`src/rtl/mask_share_gen.sv`:
```
// Share generator feeding the masked XOR gadget: splits a/b into Boolean shares
// with fresh LFSR masks and supplies refresh bits through a one-entry output slot.
module mask_share_gen #(
  parameter logic [15:0] SEED = 16'hACE1
) (
  input  logic        clk,
  input  logic        rst_n,
  input  logic        seed_load,
  input  logic [15:0] seed_in,
  input  logic        in_valid,
  output logic        in_ready,
  input  logic        a,
  input  logic        b,
  output logic        out_valid,
  input  logic        out_ready,
  output logic        a0,
  output logic        a1,
  output logic        b0,
  output logic        b1,
  output logic        r0,
  output logic        r1,
  output logic        r2,
  output logic [7:0]  share_cnt,
  output logic        reseed_req
);

  typedef enum logic {
    EMPTY = 1'b0,
    FULL  = 1'b1
  } slot_e;

  slot_e       state;
  slot_e       state_nxt;
  logic [15:0] lfsr;
  logic [15:0] lfsr_adv;
  logic [15:0] seed_eff;
  logic        accept;

  function automatic logic [15:0] lfsr_step(input logic [15:0] s);
    return {s[14:0], s[15] ^ s[13] ^ s[12] ^ s[10]};
  endfunction

  // Five steps per transfer so every mask/refresh bit of a set is fresh.
  always_comb begin
    lfsr_adv = lfsr;
    for (int unsigned i = 0; i < 5; i++) begin
      lfsr_adv = lfsr_step(lfsr_adv);
    end
  end

  // A zero seed would lock the LFSR up, so it is replaced by the reset seed.
  assign seed_eff  = (seed_in == '0) ? SEED : seed_in;

  assign out_valid = (state == FULL);
  assign in_ready  = !seed_load && (!out_valid || out_ready);
  assign accept    = in_valid && in_ready;

  always_comb begin
    state_nxt = state;
    case (state)
      EMPTY: if (accept) state_nxt = FULL;
      FULL: begin
        if (accept)         state_nxt = FULL;
        else if (out_ready) state_nxt = EMPTY;
      end
      default: state_nxt = EMPTY;
    endcase
  end

  always_ff @(posedge clk or negedge rst_n) begin
    if (!rst_n) state <= EMPTY;
    else        state <= state_nxt;
  end

  always_ff @(posedge clk or negedge rst_n) begin
    if (!rst_n)         lfsr <= SEED;
    else if (seed_load) lfsr <= seed_eff;
    else if (accept)    lfsr <= lfsr_adv;
  end

  // Mask bits are taken from the state before it advances.
  always_ff @(posedge clk or negedge rst_n) begin
    if (!rst_n) begin
      a0 <= 1'b0;
      a1 <= 1'b0;
      b0 <= 1'b0;
      b1 <= 1'b0;
      r0 <= 1'b0;
      r1 <= 1'b0;
      r2 <= 1'b0;
    end else if (accept) begin
      a0 <= a ^ lfsr[15];
      a1 <= lfsr[15];
      b0 <= b ^ lfsr[14];
      b1 <= lfsr[14];
      r0 <= lfsr[13];
      r1 <= lfsr[12];
      r2 <= lfsr[11];
    end
  end

  always_ff @(posedge clk or negedge rst_n) begin
    if (!rst_n) begin
      share_cnt  <= '0;
      reseed_req <= 1'b0;
    end else if (seed_load) begin
      reseed_req <= 1'b0;
    end else if (accept) begin
      share_cnt <= share_cnt + 8'd1;
      if (share_cnt == '1) reseed_req <= 1'b1;
    end
  end

endmodule
```
`config.mk`:
```
export PLATFORM = sky130hd
export DESIGN_NAME = mask_share_gen
export DESIGN_NICKNAME = d
export VERILOG_FILES = /design/src/rtl/mask_share_gen.sv
export SDC_FILE = /design/constraint.sdc
export NUM_CORES = 1
export LEC_CHECK = 0
export CORE_MARGIN = 1
export CORE_UTILIZATION = 50
export CTS_CLUSTER_SIZE = 10
export DETAILED_ROUTE_END_ITERATION = 10
export PLACE_DENSITY = 0.92
export SLEW_MARGIN = 20
export SYNTH_ARGS = -nofsm -noshare
export SYNTH_HDL_FRONTEND = slang
export SYNTH_SLANG_ARGS = --single-unit
```
`constraint.sdc`:
```
create_clock -name clk -period 3 [get_ports clk]
set_input_delay 0.9 -clock clk [delete_from_list [all_inputs] [get_ports clk]]
set_output_delay 0.9 -clock clk [all_outputs]
set_load 0.01 [all_outputs]
```
==> flow_summary.ini <==
[status]
result_of_the_run = finished, final reports clean

[yosys]
post_synth_num_cell_types = 30
synth-seq-area-share_pct = 51.35
synth.net_count = 181
synthesis.area_mm2 = 0.001628
ys_warn_count = 0
synth.ff_latch_count = 33
synthesis.area_per_instance_um2 = 10.37
synthCells = 157

[route]
first_iter_violations = 62
vias = 1274
wl_final_mm = 3.245
post_drt_via_cell_ratio = 5.200
avgRoutedWirePerCell_um = 13.24
postRouteAntennaNets = 0
detail_route.drc_violations = 0
pre_antenna_drt_iters = 4

[clocking]
cts.repair_timing.setup_buffer_count = 0
number_of_buffers_inserted_for_hold_repair_after_clock_tree_synthesis = 0
tritoncts.num_buffers = 5
clock_tree.root_cell = sky130_fd_sc_hd__clkbuf_4
clk_pin_slew_ns = 0.09
h_tree_lvls = 2
cts_tree = done
cts-root-to-sink-buffers = 2
post_cts_resize_count = 0
clock_latency_at_the_later_pin_of_the_worst_skew_pair_ns = 0.32
numClockSinks = 33

[finish]
final_core_util_pct = 69.11
layout-area-overhead-vs-synth_pct = 30.67
commonest_cells_after_routing_fill_and_taps_aside = sky130_fd_sc_hd__clkdlybuf4s50_1, sky130_fd_sc_hd__nand2_1, sky130_fd_sc_hd__dfrtp_1
antenna_cells = 0
drive_gt1_share_pct = 12.94
final_design_area_no_fill_mm2 = 0.002127
num-nets-final = 224
mostFrequentLayoutCell = sky130_fd_sc_hd__clkdlybuf4s50_1

[worst_setup_path]
crit_buf_inv = 2
worstSetupEndpointType = primary output
worst_setup_path_endpoint = in_ready
worst-endpoint-arrival_ns = 1.72
critical_path_peak_fanout = 2
timing.critical_path.depth = 4
setup.worst_path.class = input pin to primary output
setup_slack_of_the_worst_register_to_register_path_ns = 1.41
timing.critical_path.max_delay_family = buffers and inverters
crit_path_cell_trace = clkdlybuf4s50_1 > nor2b_1 > nor2_1 > dlymetal6s2s_1
worst_r2r_endpoint = lfsr[2]$_DFFE_PN0P_
cp-startpoint = out_ready
logic_depth_of_the_worst_register_to_register_path = 6
worstPathRequired_ns = 2.10
critical_path_start_type = input pin
rr_startpoint = out_valid$_DFF_PN0_
crit_path_top_delay_cell = sky130_fd_sc_hd__clkdlybuf4s50_1
cp_slowest_stage_delay_ns = 0.42

[timing]
slew-limit-headroom_pct = 61.80
setup-violations-final = 0
final_critical_path_setup_slack_ns = 0.3771
timing_hold_violations_final = 0
rsz0062_at_grt = false
worst_pin_slew_ns = 0.5730
final-max-slew-violation-count = 0
setup_total_negative_slack_ns = 0
layout_skew_ns = 0.006661
maxClockFrequency_mhz = 381.3
finalWorstPathRequiredPeriod_ns = 2.623
final_min_period_over_clock_period_pct = 87.43

[grt]
first_global_vias = 1243
grt_pass1_wl_mm = 5.388
track_usage_pct = 21.37
congestion_overflow_gr = 0
grt_antenna_before_repair = 0
grt_max_degree = 34

[placement]
dp_slack_ns = 0.01928
postPlaceCellArea_mm2 = 0.002066
gpl.final_weighted_congestion = 0.7984
place.detailed.hpwl_mm = 2.489
portBuffers = 40

[floorplan]
die_footprint_mm2 = 0.003488
core_region_area_mm2 = 0.003078
top_level_i_o_count = 41
rows = 20
floorplan.initialDensity_pct = 52.89
die_height_um = 59.06
floorplan.die.width_um = 59.06

[pwr]
ir_drop_mv = 0.2416
post_route_total_power_mw = 1.262
static_leakage_nw = 0.9150
pwr_density_cell_mw_per_mm2 = 593.1

[job]
drv_cap = 0

[worst_hold_path]
timing.hold.worst_path_depth = 2
hp_class = register to register
## cell families after synthesis
family          synth area share (%)
xor+xnor                       11.30
buf+inv                        3.382
simple gates                   18.68
mux                            1.845
flops                          51.35
compound gates                 12.68
fa+ha+maj                     0.7685
## layout make-up
type	instances	area, um^2
fill	252	950.9
sequential	33	835.8
multi-input combinational	114	737.0
timing repair buffer	44	432.9
clock buffer	8	58.81
tap	44	55.05
inverter	2	7.507
## power by group
group,leakage (nW),switching (mW),internal (mW)
logic,0.490,0.166,0.222
clock network,0.0326,0.135,0.116
registers,0.393,0.0865,0.537
total,0.915,0.387,0.874
## flip-flops by register name, summed over array words and instances, names as in the netlist
name,cells
r1,1
b0,1
b1,1
a0,1
reseed_req,1
a1,1
r0,1
lfsr,16
out_valid,1
share_cnt,8
r2,1
## synth_stat cells, drive strengths merged
cell	number	share of area, %
nand2	35	8.1
dfrtp	25	38
xnor2	15	8.1
o21ai	13	4.0
dfstp	8	13
a22oi	7	3.2
buf	7	2.7
nand2b	6	2.3
xor2	6	3.2
nor4	4	1.5
o221a	4	2.8
mux2i	3	1.8
nor2	3	0.69
nor3	3	0.92
a21oi	2	0.61
and3	2	0.77
inv	2	0.46
nand4	2	0.77
a21bo	1	0.61
a221oi	1	0.92
a41oi	1	0.54
and4	1	0.54
clkbuf	1	0.23
ha	1	0.77
nand3	1	0.31
nand3b	1	1.2
nor2b	1	0.38
nor3b	1	1.2
## metal layers
layer	vias to the layer above	routed length (um)	part of all wire, %	global-route usage [%]
li1	628	-	-	-
met2	45	1727	53	37.66
met4	0	0	0	5.782
met3	0	168	5.2	7.205
met1	601	1348	42	24.75
met5	-	0	0	0
## worst min path at each step
stage	to	from	slack, ns
4_1_cts	share_cnt[5]$_DFFE_PN0P_	share_cnt[5]$_DFFE_PN0P_	0.49
3_3_place_gp	b1$_DFFE_PN0P_	b1$_DFFE_PN0P_	0.46
6_report	r1$_DFFE_PN0P_	r1$_DFFE_PN0P_	0.49
5_1_grt	share_cnt[5]$_DFFE_PN0P_	share_cnt[5]$_DFFE_PN0P_	0.50
2_1_floorplan	lfsr[6]$_DFFE_PN1P_	lfsr[1]$_DFFE_PN0P_	0.47
3_5_place_dp	a1$_DFFE_PN0P_	a1$_DFFE_PN0P_	0.47
## tightest hold or removal path, stage by stage (launching register included)
cell,delay [ns]
sky130_fd_sc_hd__dfrtp_1,0.36
sky130_fd_sc_hd__nand2_1,0.05
sky130_fd_sc_hd__nand2_1,0.05
## per-stage QoR
stage	std cells	hold WS (ns)
final	245	0.4860
after global routing	245	0.5004
after CTS	245	0.4894
after detailed placement	237	0.4663
after global placement	237	0.4581
after floorplan	157	0.4748
(Power assumes the default switching activity.)
